File: config.mk
export PLATFORM = sky130hd
export DESIGN_NAME = naive_bus_arbiter2_flat
export DESIGN_NICKNAME = d
export VERILOG_FILES = /design/src/rtl/naive_bus_pkg.sv /design/src/rtl/naive_bus.sv /design/src/rtl/naive_bus_arbiter2_rr_pick2.sv /design/src/rtl/naive_bus_arbiter2.sv /design/src/flat_wrapper.sv
export SDC_FILE = /design/constraint.sdc
export NUM_CORES = 1
export LEC_CHECK = 0
export ABC_AREA = 1
export CORE_AREA = 2 2 161 163
export DETAILED_ROUTE_END_ITERATION = 8
export DIE_AREA = 0 0 163 165
export SLEW_MARGIN = 20
export SYNTH_ARGS = -nofsm -noshare
export SYNTH_HDL_FRONTEND = slang
export SYNTH_SLANG_ARGS = --single-unit
File: constraint.sdc
create_clock -name clk -period 3.2 [get_ports clk]
set_clock_uncertainty 0.1 [all_clocks]
set_input_delay 0.64 -clock clk [delete_from_list [all_inputs] [get_ports clk]]
set_output_delay 0.64 -clock clk [all_outputs]
set_load 0.01 [all_outputs]
File: src/rtl/naive_bus_pkg.sv
// naive_bus_pkg: shared master ids and master count for the naive_bus arbiter.
package naive_bus_pkg;
    typedef enum logic {MST0 = 1'b0, MST1 = 1'b1} mst_id_t;
    localparam int NUM_MST = 2;
endpackage

File: src/rtl/naive_bus.sv
// naive_bus: split read/write request-grant bus; rd_data follows an rd_gnt by one cycle.
interface naive_bus #(parameter int AW = 32, parameter int DW = 32);
    logic          rd_req;
    logic          rd_gnt;
    logic [AW-1:0] rd_addr;
    logic [DW-1:0] rd_data;
    logic          wr_req;
    logic          wr_gnt;
    logic [AW-1:0] wr_addr;
    logic [DW-1:0] wr_data;
    logic [DW/8-1:0] wr_be;
    modport master (output rd_req, rd_addr, wr_req, wr_addr, wr_data, wr_be,
                    input  rd_gnt, rd_data, wr_gnt);
    modport slave  (input  rd_req, rd_addr, wr_req, wr_addr, wr_data, wr_be,
                    output rd_gnt, rd_data, wr_gnt);
endinterface

File: src/rtl/naive_bus_arbiter2_rr_pick2.sv
// rr_pick2: two-way picker with its own round-robin pointer; with NAIVE_ARB_FIXED_PRIO_EN
// defined, master 0 always wins and no pointer exists.
module rr_pick2
    import naive_bus_pkg::*;
(
    input  logic               clk,
    input  logic               rst,
    input  logic [NUM_MST-1:0] req,
    input  logic               en,
    output mst_id_t            sel,
    output mst_id_t            pri_nxt
);
`ifdef NAIVE_ARB_FIXED_PRIO_EN
    logic unused;
    assign unused  = clk ^ rst ^ en;
    assign sel     = req == 2'b10 ? MST1 : MST0;
    assign pri_nxt = MST0;
`else
    mst_id_t pri;
    assign sel     = &req ? pri : (req[1] ? MST1 : MST0);
    // the loser of a granted transfer is favoured next time
    assign pri_nxt = en ? (sel == MST0 ? MST1 : MST0) : pri;
    always_ff @(posedge clk) pri <= rst ? MST0 : pri_nxt;
`endif
endmodule

File: src/rtl/naive_bus_arbiter2.sv
// naive_bus_arbiter2: two masters onto one naive_bus slave, independent read/write arbitration
// (round-robin, or fixed m0 priority with NAIVE_ARB_FIXED_PRIO_EN) and owner-routed read data.
module naive_bus_arbiter2
    import naive_bus_pkg::*;
#(
    parameter int AW = 32,
    parameter int DW = 32
) (
    input  logic      clk,
    input  logic      rst,
    naive_bus.slave   m0,
    naive_bus.slave   m1,
    naive_bus.master  s
);
    logic [NUM_MST-1:0] rd_req, wr_req;
    mst_id_t rd_sel, wr_sel, rd_own, rd_pri_nxt, wr_pri_nxt;
    logic rd_own_v, unused_pri;
    logic [AW-1:0] rd_addr, wr_addr;
    logic [DW-1:0] wr_data;
    logic [DW/8-1:0] wr_be;
    assign rd_req = {m1.rd_req, m0.rd_req};
    assign wr_req = {m1.wr_req, m0.wr_req};
    rr_pick2 u_rd (.clk(clk), .rst(rst), .req(rd_req), .en(s.rd_req & s.rd_gnt),
                   .sel(rd_sel), .pri_nxt(rd_pri_nxt));
    rr_pick2 u_wr (.clk(clk), .rst(rst), .req(wr_req), .en(s.wr_req & s.wr_gnt),
                   .sel(wr_sel), .pri_nxt(wr_pri_nxt));
    assign unused_pri = rd_pri_nxt ^ wr_pri_nxt;
    // idle channels drive zeros rather than a stale master's fields
    assign rd_addr = !(|rd_req) ? '0 : (rd_sel == MST1 ? m1.rd_addr : m0.rd_addr);
    assign wr_addr = !(|wr_req) ? '0 : (wr_sel == MST1 ? m1.wr_addr : m0.wr_addr);
    assign wr_data = !(|wr_req) ? '0 : (wr_sel == MST1 ? m1.wr_data : m0.wr_data);
    assign wr_be   = !(|wr_req) ? '0 : (wr_sel == MST1 ? m1.wr_be   : m0.wr_be);
    assign s.rd_req  = |rd_req;
    assign s.wr_req  = |wr_req;
    assign s.rd_addr = rd_addr;
    assign s.wr_addr = wr_addr;
    assign s.wr_data = wr_data;
    assign s.wr_be   = wr_be;
    assign m0.rd_gnt = s.rd_gnt & (rd_sel == MST0) & m0.rd_req;
    assign m1.rd_gnt = s.rd_gnt & (rd_sel == MST1) & m1.rd_req;
    assign m0.wr_gnt = s.wr_gnt & (wr_sel == MST0) & m0.wr_req;
    assign m1.wr_gnt = s.wr_gnt & (wr_sel == MST1) & m1.wr_req;
    always_ff @(posedge clk) begin
        rd_own_v <= rst ? 1'b0 : s.rd_req & s.rd_gnt;
        rd_own   <= rst ? MST0 : rd_sel;
    end
    assign m0.rd_data = (rd_own_v && rd_own == MST0) ? s.rd_data : '0;
    assign m1.rd_data = (rd_own_v && rd_own == MST1) ? s.rd_data : '0;
endmodule

File: src/flat_wrapper.sv
// flat-port wrapper written by rule: the top's interface ports become plain ports
module naive_bus_arbiter2_flat import naive_bus_pkg::*;
#(
    parameter int AW = 32,
    parameter int DW = 32
)
  (clk, rst, m0_rd_req, m0_rd_addr, m0_wr_req, m0_wr_addr, m0_wr_data, m0_wr_be, m0_rd_gnt, m0_rd_data, m0_wr_gnt, m1_rd_req, m1_rd_addr, m1_wr_req, m1_wr_addr, m1_wr_data, m1_wr_be, m1_rd_gnt, m1_rd_data, m1_wr_gnt, s_rd_req, s_rd_addr, s_wr_req, s_wr_addr, s_wr_data, s_wr_be, s_rd_gnt, s_rd_data, s_wr_gnt);
  naive_bus #(.AW(AW), .DW(DW)) m0_i ();
  naive_bus #(.AW(AW), .DW(DW)) m1_i ();
  naive_bus #(.AW(AW), .DW(DW)) s_i ();
  input  logic clk;
  input  logic rst;
  input wire logic [$bits(m0_i.rd_req)-1:0] m0_rd_req;
  input wire logic [$bits(m0_i.rd_addr)-1:0] m0_rd_addr;
  input wire logic [$bits(m0_i.wr_req)-1:0] m0_wr_req;
  input wire logic [$bits(m0_i.wr_addr)-1:0] m0_wr_addr;
  input wire logic [$bits(m0_i.wr_data)-1:0] m0_wr_data;
  input wire logic [$bits(m0_i.wr_be)-1:0] m0_wr_be;
  output wire logic [$bits(m0_i.rd_gnt)-1:0] m0_rd_gnt;
  output wire logic [$bits(m0_i.rd_data)-1:0] m0_rd_data;
  output wire logic [$bits(m0_i.wr_gnt)-1:0] m0_wr_gnt;
  input wire logic [$bits(m1_i.rd_req)-1:0] m1_rd_req;
  input wire logic [$bits(m1_i.rd_addr)-1:0] m1_rd_addr;
  input wire logic [$bits(m1_i.wr_req)-1:0] m1_wr_req;
  input wire logic [$bits(m1_i.wr_addr)-1:0] m1_wr_addr;
  input wire logic [$bits(m1_i.wr_data)-1:0] m1_wr_data;
  input wire logic [$bits(m1_i.wr_be)-1:0] m1_wr_be;
  output wire logic [$bits(m1_i.rd_gnt)-1:0] m1_rd_gnt;
  output wire logic [$bits(m1_i.rd_data)-1:0] m1_rd_data;
  output wire logic [$bits(m1_i.wr_gnt)-1:0] m1_wr_gnt;
  output wire logic [$bits(s_i.rd_req)-1:0] s_rd_req;
  output wire logic [$bits(s_i.rd_addr)-1:0] s_rd_addr;
  output wire logic [$bits(s_i.wr_req)-1:0] s_wr_req;
  output wire logic [$bits(s_i.wr_addr)-1:0] s_wr_addr;
  output wire logic [$bits(s_i.wr_data)-1:0] s_wr_data;
  output wire logic [$bits(s_i.wr_be)-1:0] s_wr_be;
  input wire logic [$bits(s_i.rd_gnt)-1:0] s_rd_gnt;
  input wire logic [$bits(s_i.rd_data)-1:0] s_rd_data;
  input wire logic [$bits(s_i.wr_gnt)-1:0] s_wr_gnt;
  assign m0_i.rd_req = m0_rd_req;
  assign m0_i.rd_addr = m0_rd_addr;
  assign m0_i.wr_req = m0_wr_req;
  assign m0_i.wr_addr = m0_wr_addr;
  assign m0_i.wr_data = m0_wr_data;
  assign m0_i.wr_be = m0_wr_be;
  assign m0_rd_gnt = m0_i.rd_gnt;
  assign m0_rd_data = m0_i.rd_data;
  assign m0_wr_gnt = m0_i.wr_gnt;
  assign m1_i.rd_req = m1_rd_req;
  assign m1_i.rd_addr = m1_rd_addr;
  assign m1_i.wr_req = m1_wr_req;
  assign m1_i.wr_addr = m1_wr_addr;
  assign m1_i.wr_data = m1_wr_data;
  assign m1_i.wr_be = m1_wr_be;
  assign m1_rd_gnt = m1_i.rd_gnt;
  assign m1_rd_data = m1_i.rd_data;
  assign m1_wr_gnt = m1_i.wr_gnt;
  assign s_rd_req = s_i.rd_req;
  assign s_rd_addr = s_i.rd_addr;
  assign s_wr_req = s_i.wr_req;
  assign s_wr_addr = s_i.wr_addr;
  assign s_wr_data = s_i.wr_data;
  assign s_wr_be = s_i.wr_be;
  assign s_i.rd_gnt = s_rd_gnt;
  assign s_i.rd_data = s_rd_data;
  assign s_i.wr_gnt = s_wr_gnt;
  naive_bus_arbiter2 #(.AW(AW), .DW(DW)) u_core (.clk(clk), .rst(rst), .m0(m0_i), .m1(m1_i), .s(s_i));
endmodule
# == Word-level counts from Yosys, hierarchy flattened ==
# Index checks and enable logic that the tools add are counted.
# Widths: inputs -> output; s select.
# word_totals
reg_bits,4
latchBits,0
ramBits,0
mem_bits_ro,0
in_bits,240
wordCells,39
mem_count,0
# classes
n_addsub,0
n_mul,0
div_mod_pow,0
n_lt_le_gt_ge,0
eq_ne,0
shift,0
muxes,16
n_bitwise,13
n_reduce_logical,6
# ops
operator,count
$mux 32,8
$and 1x1->1,10
$mux 4,2
$mux 1,6
$reduce_and 2->1,2
$reduce_or 2->1,2
$not 1->1,3
$logic_and 1x1->1,2

# == Logic depth before layout (Yosys ltp) ==
# Gate-level depths: netlist (run 1).
# depth
ltp_word,5
depth_mapped,7
mapped_depth_nobuf,5

# == Hierarchy ==
# A second synthesis (run 1) with hierarchy kept.
# hier_totals
hier_cells,676
hier_area_um2,2765.2
# modules_own_cells
module,instances,cells_each,area_each_um2
naive_bus_arbiter2,1,658,2650.0
rr_pick2,2,9,57.6

# == Least setup slack after synthesis (run 1) ==
# No wires, ideal clock.
# synth_timing
kind,in2out
startpoint,input port m0_wr_req
endpoint,output port s_wr_addr[12]
arrival_ns,1.415
slack_ns,1.045
path_stages,6
path_cell_list,buf_4 a21oi_4 buf_4 buf_4 nand2_1 nand2_1
# synth_via
elab_chain_cells,4
elab_cells_between_ends,5
cone_classes,mux: 3; reduce/logical: 2
# synth_lines
item,line_no,rtl
"start, declared",flat_wrapper.sv:15,input wire logic [$bits(m0_i.wr_req)-1:0] m0_wr_req;
$reduce_and 2->1,naive_bus_arbiter2_rr_pick2.sv:20,assign sel = &req ? pri : (req[1] ? MST1 : MST0);
$mux 1,naive_bus_arbiter2_rr_pick2.sv:20,
$mux 32,naive_bus_arbiter2.sv:30,assign wr_addr = !(|wr_req) ? '0 : (wr_sel == MST1 ? m1.wr_addr : m0.wr_addr);
$mux 32 *,naive_bus_arbiter2.sv:30,
"end, declared",flat_wrapper.sv:34,output wire logic [$bits(s_i.wr_addr)-1:0] s_wr_addr;
# Every way passes the cells marked *; elsewhere a longest branch is shown, timed or not.

# == Worst setup path after layout (run 1) ==
# layout_timing
startpoint,input port m1_rd_req
endpoint,output port s_rd_addr[11]
# layout_via
elab_chain_cells,4
elab_cells_between_ends,6
cone_classes,mux: 4; reduce/logical: 2
# layout_lines
item,line_no,rtl
"start, declared",flat_wrapper.sv:22,input wire logic [$bits(m1_i.rd_req)-1:0] m1_rd_req;
$mux 1 or $reduce_and 2->1 (tied branches),naive_bus_arbiter2_rr_pick2.sv:20,
$mux 1,naive_bus_arbiter2_rr_pick2.sv:20,
$mux 32,naive_bus_arbiter2.sv:29,assign rd_addr = !(|rd_req) ? '0 : (rd_sel == MST1 ? m1.rd_addr : m0.rd_addr);
$mux 32 *,naive_bus_arbiter2.sv:29,
"end, declared",flat_wrapper.sv:32,output wire logic [$bits(s_i.rd_addr)-1:0] s_rd_addr;
# Marked as above.

==> results by group, run 1 <==
Placement
  • RePlAce Congestion: 0.813
  • PortBufs: 409
  • Detailed Place HPWL: 13100 um
  • Area after DPL: 0.00651 sq mm

Yosys
  • Distinct cells, synth: 14
  • Share of the synthesized area in the top cell type: 0.385
  • Syn_nets: 713
  • Largest area contributor in the netlist: nand2_1
  • Main area contributors after synthesis: nand2_1 39%, nand3_1 25%, nor2_1 13%
  • Sequential area share after synthesis: 0.0393
  • Post-Syn Area: 0.00204 sq mm
  • Number of synthesized flops with an enable pin: 0
  • Post-synth ARST share: 0
  • Prevailing post-synth register cell: dfxtp_1
  • Cells after Synth: 473
  • Yosys reg bits: 4
  • Avg Synthesized Cell Area: 4.30 sq um
  • Synth warn: 0

Min path
  • Worst Hold Class: flip-flop to flip-flop

Cells and area
  • Nets: 1106
  • Most common cell after layout, fill and taps aside: clkdlybuf4s50_1
  • Layout fillers: 2779
  • Antenna diode count: 0
  • Post-Layout Inst Area: 0.00665 sq mm
  • Layout area overhead: 227%
  • Fraction of layout cells with a size suffix above 1: 0.0278
  • Most frequent cells in the layout: 407 x clkdlybuf4s50_1, 209 x nand2_1, 102 x nand3_1

Global route
  • Grt met3 use: 0.0271
  • Met1 GRT Util: 0.105
  • Pin count of the biggest net entering global routing: 48
  • First-pass GRT wire length: 21300 um
  • Overflow after GRT: 0
  • GR peak layer: met2
  • Total Routing Usage GR: 0.101
  • Initial antenna violation count: 1
  • Vias in the first global route: 4099
  • GR Util met2: 0.199

Clock network
  • H-tree levels: 1
  • Clock Path Buffers: 2
  • Hold-fix buffer count after cts: 0
  • Clock Tree Root: clkbuf_16
  • Reg clk slew, reported paths: 40 ps
  • TritonCTS clock tree: done
  • Total CTS buffers: 3
  • Worst-skew pair later-pin latency: 230 ps
  • Sink Count: 4

Critical path
  • Crit path kind: input port to primary output
  • CP arrival: 2350 ps
  • Crit path max fanout: 32
  • Crit. End Element: primary output
  • FF-to-FF setup slack: 2080 ps
  • Req. time, crit path: 2460 ps
  • Startpoint types: input port

Routing
  • Vias per cell: 3.64
  • Detail Route Antenna Nets: 0
  • Routed WL: 15900 um
  • Avg WL per Cell: 13.3 um
  • Vias: 4341
  • 1st-pass router iterations: 6
  • DRC viols: 0
  • Detailed Route Iter0 Violations: 146

Timing
  • Endpoints failing setup: 0
  • Fmax: 324 MHz
  • Slew margin rel.: 0.759
  • Tcrit/Tclk final: 0.965
  • Final Max Slew Viols: 0
  • TNS Setup: 0 ps
  • Worst Max-Slew Pin Slew: 362 ps
  • Final hold slack: 360 ps
  • RSZ-0062 raised after global routing: no
  • Minimum clock period: 3090 ps
  • Final Hold Fails: 0

Die
  • Die Wd: 163 um
  • Core ar.: 0.0250 sq mm
  • IO Count: 410
  • Starting Density: 0.0813
  • Die area: 0.0269 sq mm
  • Die Y: 165 um
  • Site Rows: 58

Status
  • Status: finished clean

Flow run
  • Max cap viols: 0

Pwr
  • PwrDens: 177 mW/mm^2
  • Worst vdd ir: 0.142 mV
  • Pleak: 2.99 nW
==> kinds of logic after synthesis <==
family,after synthesis,synth area share
compound gates,4,0.0184
buf+inv,81,0.170
flops,4,0.0393
simple gates,384,0.773
==> area by class of cell <==
| cell class | count | area [sq um] | share of cell area |
|---|---|---|---|
| tap | 330 | 413 | 0.0621 |
| inverter | 43 | 161 | 0.0243 |
| sequential | 4 | 80.1 | 0.0120 |
| timing repair buffer | 426 | 4310 | 0.648 |
| clock buffer | 3 | 75.1 | 0.0113 |
| multi-input combinational | 388 | 1610 | 0.242 |
==> registers in the layout, summed over array words and instances, names as in the netlist <==
name,cells
u_core.rd_own,1
u_core.rd_own_v,1
u_core.u_rd.pri,1
u_core.u_wr.pri,1
==> metal layers <==
layer | part of all wire | vias up
met1 | 0.38 | 1870
met4 | 0.014 | 2
met5 | 0.00044 | -
li1 | - | 2229
met2 | 0.52 | 224
met3 | 0.086 | 16
==> metrics by stage <==
stage,power [mW],cells,setup WS (ps),utilization
global route,1.25,1194,22.7,0.266
global placement,0.959,1187,37.5,0.260
finish,1.18,1194,110,0.266
CTS,1.18,1190,26.1,0.263
detailed placement,0.963,1187,34.4,0.260
floorplan,0.339,473,1050,-
==> worst max-delay path, stage by stage <==
cell and delay [ps]:
clkdlybuf4s50_1 520, a21boi_2 230, buf_12 210, nand2_1 130, nand2_1 80, clkdlybuf4s50_1 530
==> worst paths after layout <==
path,cells past startpoint,endpoint,start
max,6,s_rd_addr[11],m1_rd_req
min,2,u_core.u_wr.pri,u_core.u_wr.pri
max reg2reg,6,u_core.u_rd.pri,u_core.u_rd.pri
min reg2reg,2,u_core.u_wr.pri,u_core.u_wr.pri
==> power breakdown <==
part	switching [mW]	internal [mW]
registers	0.00176	0.0534
clock network	0.0449	0.161
logic	0.354	0.562
total	0.400	0.776
==> Yosys cell counts (2+ instances only) <==
cell type / number
buf_2: 18
inv_1: 43
clkbuf_1: 7
nand3_1: 102
dfxtp_1: 4
nor2_1: 71
buf_1: 8
nand2_1: 209
a21oi_1: 2
buf_4: 5
==> timing repair <==
action	4_1_cts	5_1_grt
hold endpoints to repair	0	0
endpoints found under the setup margin	0	34
gates resized for setup	0	3
setup buffers	0	2
Note: power is estimated with default switching activity, not from simulation.
==> run 2: changes to the inputs <==
- PLACE_DENSITY_LB_ADDON: unset -> 0.2
==> results by group, run 2 (same netlist as run 1, synthesis figures left out) <==
Min path
  • Worst Hold Class: flip-flop to flip-flop

Clock network
  • Sink Count: 4
  • H-tree levels: 1
  • Worst-skew pair later-pin latency: 220 ps
  • Reg clk slew, reported paths: 30 ps
  • TritonCTS clock tree: done
  • Clock Path Buffers: 2
  • Clock Tree Root: clkbuf_16
  • Total CTS buffers: 3

Routing
  • Highest Signal Layer: met4
  • Detail Route Antenna Nets: 0
  • Vias per cell: 3.57
  • Avg WL per Cell: 13.0 um
  • Routed WL: 15600 um
  • DRC viols: 0
  • Met2 Routed Length: 8260 um
  • Met1 Wirelength: 5800 um
  • WL met3: 1300 um
  • Detailed Route Iter0 Violations: 198
  • Vias: 4286
  • 1st-pass router iterations: 5

Die
  • Die Y: 165 um
  • Die Wd: 163 um
  • Die area: 0.0269 sq mm
  • Core ar.: 0.0250 sq mm
  • Site Rows: 58
  • Starting Density: 0.0813
  • IO Count: 410

Cells and area
  • Layout fillers: 2821
  • Fraction of layout cells with a size suffix above 1: 0.0334
  • Share of the core filled with cells: 0.267
  • Nets: 1111
  • Finished Layout Cells: 1200
  • Most common cell after layout, fill and taps aside: clkdlybuf4s50_1
  • Most frequent cells in the layout: 405 x clkdlybuf4s50_1, 209 x nand2_1, 102 x nand3_1
  • Layout area overhead: 229%
  • Post-Layout Inst Area: 0.00670 sq mm

Critical path
  • Crit path max fanout: 8
  • Crit. End Element: primary output
  • Crit path kind: input port to primary output
  • Crit path largest cell delay: 570 ps
  • Worst path slowest cell: clkdlybuf4s50_1
  • Reg-to-reg endpoint: u_core.u_rd.pri
  • Startpoint types: input port
  • Critical Path Sink: s_wr_addr[15]
  • Worst flop-to-flop path startpoint: u_core.u_rd.pri
  • Req. time, crit path: 2460 ps
  • CP arrival: 2400 ps
  • R2R depth: 7
  • FF-to-FF setup slack: 1940 ps
  • Cell chain of the critical path: clkdlybuf4s50_1, inv_1, a21oi_4, buf_4, buf_4, nand2_1, nand2_1, clkdlybuf4s50_1
  • Origin of the worst setup path: m1_wr_req

Pwr
  • PwrDens: 174 mW/mm^2
  • Pleak: 3.04 nW
  • Worst vdd ir: 0.108 mV

Global route
  • Total Routing Usage GR: 0.104
  • Overflow after GRT: 0
  • Vias in the first global route: 4199
  • First-pass GRT wire length: 22300 um
  • Pin count of the biggest net entering global routing: 42
  • Initial antenna violation count: 1

Placement
  • Post-placement cell count: 1192
  • Detailed Place HPWL: 12800 um
  • Area after DPL: 0.00656 sq mm
  • PortBufs: 409
  • RePlAce Congestion: 0.767

Flow run
  • Max cap viols: 0

Timing
  • Tcrit/Tclk final: 0.983
  • Slew margin rel.: 0.731
  • Worst Max-Slew Pin Slew: 403 ps
  • Minimum clock period: 3140 ps
  • Final Hold Fails: 0
  • Final hold slack: 358 ps
  • Final Max Slew Viols: 0
  • Fmax: 318 MHz
  • Endpoints failing setup: 0

Status
  • Status: finished clean
run 2: cell count changes in the layout (fill, tap and decap cells not counted):
cell             delta
buf_12              +1
diode_2             +1
clkdlybuf4s50_1     -2
dlymetal6s2s_1      +2
buf_6               -3
buf_4               +7
run 2: timing repair:
action,CTS,global route
endpoints found under the setup margin,0,26
setup buffers,0,3
resized for setup,0,3
hold buffers,0,0
run 2: area by class of cell:
cell class / instances / area (sq um) / share of cell area
timing repair buffer: 431 / 4350 / 0.650
sequential: 4 / 80.1 / 0.0120
clock buffer: 3 / 75.1 / 0.0112
antenna: 1 / 2.50 / 0.000374
inverter: 43 / 161 / 0.0241
tap: 330 / 413 / 0.0617
multi-input combinational: 388 / 1610 / 0.240
run 2: critical path, delay by kind of cell:
| family | cells | cell delay, ps |
|---|---|---|
| buffers and inverters | 5 | 1500 |
| AOI/OAI and AO/OA | 1 | 140 |
| and+or+nand+nor | 2 | 120 |
run 2: where the power goes:
part / total (mW) / switching, mW / internal, mW
logic: 0.913 / 0.346 / 0.567
registers: 0.0554 / 0.00197 / 0.0534
clock network: 0.200 / 0.0395 / 0.160
run 2: how the worst min path moves through the flow:
stage | from | to | slack (ps) | cells after the start
final | u_core.u_wr.pri | u_core.u_wr.pri | 360 | 2
after global routing | u_core.u_wr.pri | u_core.u_wr.pri | 380 | 2
after CTS | u_core.u_wr.pri | u_core.u_wr.pri | 360 | 2
after detailed placement | u_core.u_wr.pri | u_core.u_wr.pri | 360 | 2
after global placement | u_core.u_wr.pri | u_core.u_wr.pri | 360 | 2
after floorplan | u_core.u_wr.pri | u_core.u_wr.pri | 340 | 2
run 2: stage by stage:
stage	worst slack (ps)	total power [mW]	TNS, ps
floorplan	1050	0.339	0
global placement	65.5	0.977	0
detailed placement	70.2	0.968	0
CTS	50.8	1.18	0
global route	-22.3	1.26	-84.2
finish	55.7	1.17	0
run 2: per-layer routing:
layer	GRT usage	vias to the layer above
met5	0	-
met4	0.0298	0
met3	0.0234	16
met2	0.204	221
met1	0.110	1810
li1	-	2239
==> run 3: changes to the inputs <==
- CAP_MARGIN: unset -> 20
- GPL_TIMING_DRIVEN: unset -> 0
- clock period: 3.2 -> 3.3 ns (I/O delays scaled with it)
==> results by group, run 3 (same netlist as run 1, synthesis figures left out) <==
Status
  • Status: finished clean

Pwr
  • Worst vdd ir: 0.0906 mV
  • PwrDens: 170 mW/mm^2
  • Pint: 0.743 mW
  • Clock network power share: 0.173
  • Psw: 0.387 mW
  • Power consumption: 1.13 mW
  • Pleak: 3.02 nW
  • Fraction of power consumed by sequential logic: 0.048
  • Sw Ratio: 0.342
  • Combinational share of power: 0.780

Cells and area
  • Most frequent cells in the layout: 404 x clkdlybuf4s50_1, 208 x nand2_1, 102 x nand3_1
  • Antenna diode count: 0
  • Most common cell after layout, fill and taps aside: clkdlybuf4s50_1
  • Nets: 1128
  • Layout area overhead: 227%
  • Share of the core filled with cells: 0.266
  • Fraction of layout cells with a size suffix above 1: 0.0372

Global route
  • Total Routing Usage GR: 0.111
  • Grt met3 use: 0.0239
  • GR peak layer: met2
  • Met1 GRT Util: 0.128
  • Vias in the first global route: 4172
  • Overflow after GRT: 0
  • First-pass GRT wire length: 23300 um
  • Initial antenna violation count: 0
  • GR Util met2: 0.210
  • Pin count of the biggest net entering global routing: 11

Clock network
  • TritonCTS clock tree: done
  • Clock Path Buffers: 2
  • H-tree levels: 1
  • Worst-skew pair later-pin latency: 230 ps
  • Sink Count: 4
  • Total CTS buffers: 3
  • Hold-fix buffer count after cts: 0
  • Clock Tree Root: clkbuf_16
  • Reg clk slew, reported paths: 40 ps

Routing
  • Routed WL: 16600 um
  • Detail Route Antenna Nets: 0
  • Vias per cell: 3.59
  • Avg WL per Cell: 13.6 um
  • Vias: 4362
  • DRC viols: 0
  • Detailed Route Iter0 Violations: 168
  • 1st-pass router iterations: 4

Critical path
  • Crit. End Element: primary output
  • Crit path largest cell delay: 560 ps
  • Req. time, crit path: 2540 ps
  • Worst path slowest cell: clkdlybuf4s50_1
  • Crit path kind: input port to primary output
  • Worst flop-to-flop path startpoint: u_core.u_rd.pri
  • Origin of the worst setup path: m0_rd_req
  • Crit path max fanout: 10
  • Startpoint types: input port
  • Cell chain of the critical path: clkdlybuf4s50_1, a21boi_4, buf_2, nand2_1, nand2_1, clkdlybuf4s50_1
  • CP arrival: 2460 ps

Min path
  • Worst Hold Class: flip-flop to flip-flop
  • Hold Path Origin: u_core.u_wr.pri

Timing
  • Minimum clock period: 3220 ps
  • Final Hold Fails: 0
  • RSZ-0062 raised after global routing: no
  • TNS Setup: 0 ps
  • Worst Max-Slew Pin Slew: 572 ps
  • Final Max Slew Viols: 0
  • Setup WS post-layout: 83.2 ps
  • Endpoints failing setup: 0
  • Final hold slack: 358 ps
  • Fmax: 311 MHz
  • Slew margin rel.: 0.619
  • Tcrit/Tclk final: 0.975

Placement
  • RePlAce Congestion: 0.797
  • PortBufs: 407
  • Setup slack at placement: -93.2 ps
  • Detailed Place HPWL: 14400 um

Die
  • Die Y: 165 um
  • Die area: 0.0269 sq mm
  • Die Wd: 163 um
  • IO Count: 410
  • Core ar.: 0.0250 sq mm
  • Site Rows: 58
  • Starting Density: 0.0813

Flow run
  • Max cap viols: 0
[run 3: changes by cell type in the layout (fill, tap and decap cells not counted), moves of 2 or more]
| cell | delta |
|---|---|
| buf_4 | -5 |
| clkbuf_4 | +2 |
| buf_12 | -6 |
| buf_2 | +12 |
| clkbuf_1 | +7 |
| buf_1 | +8 |
[run 3: cell type report]
class | instances | area (sq um)
Fill cell | 2871 | 18400
Timing Repair Buffer | 410 | 4100
Multi-Input combinational cell | 388 | 1620
Tap cell | 330 | 413
Buffer | 38 | 200
Inverter | 43 | 161
Sequential cell | 4 | 80.1
Clock buffer | 3 | 75.1
[run 3: critical path: cells and delay by family]
family / cells / cell delay (ps)
AO/OA/AOI/OAI: 1 / 280
buffers and inverters: 3 / 1360
AND/OR/NAND/NOR: 2 / 150
[run 3: timing repair]
item	in CTS	in global routing
setup endpoints to repair	17	51
resized for setup	7	4
buffers inserted	3	0
pin swaps	0	0
cloned	0	0
[run 3: stage by stage]
step | instances | area [sq um]
3_3_place_gp | 1210 | 6520
2_1_floorplan | 473 | 2040
4_1_cts | 1216 | 6640
3_5_place_dp | 1210 | 6520
5_1_grt | 1216 | 6650
6_report | 1216 | 6650
[run 3: power by group through the flow]
stage | Clock [mW] | Combinational [mW] | Sequential (mW)
3_5_place_dp | 0 | 0.881 | 0.0543
5_1_grt | 0.206 | 0.952 | 0.0543
3_3_place_gp | 0 | 0.885 | 0.0543
4_1_cts | 0.203 | 0.893 | 0.0539
6_report | 0.195 | 0.881 | 0.0539
2_1_floorplan | 0 | 0.275 | 0.0539
[run 3: worst paths after layout]
path / cells past startpoint / end / slack [ps]
min: 2 / u_core.u_wr.pri / 360
max reg2reg: 5 / u_core.rd_own / 2110
max: 6 / s_rd_addr[12] / 80
min reg2reg: 2 / u_core.u_wr.pri / 360
[run 3: routing by layer]
metal  wire, um  part of all wire  vias up
li1           -                 -     2275
met1       6570              0.40     1856
met2       8350              0.50      219
met3       1430             0.086       12
met4        210             0.013        0
met5          0                 0        -
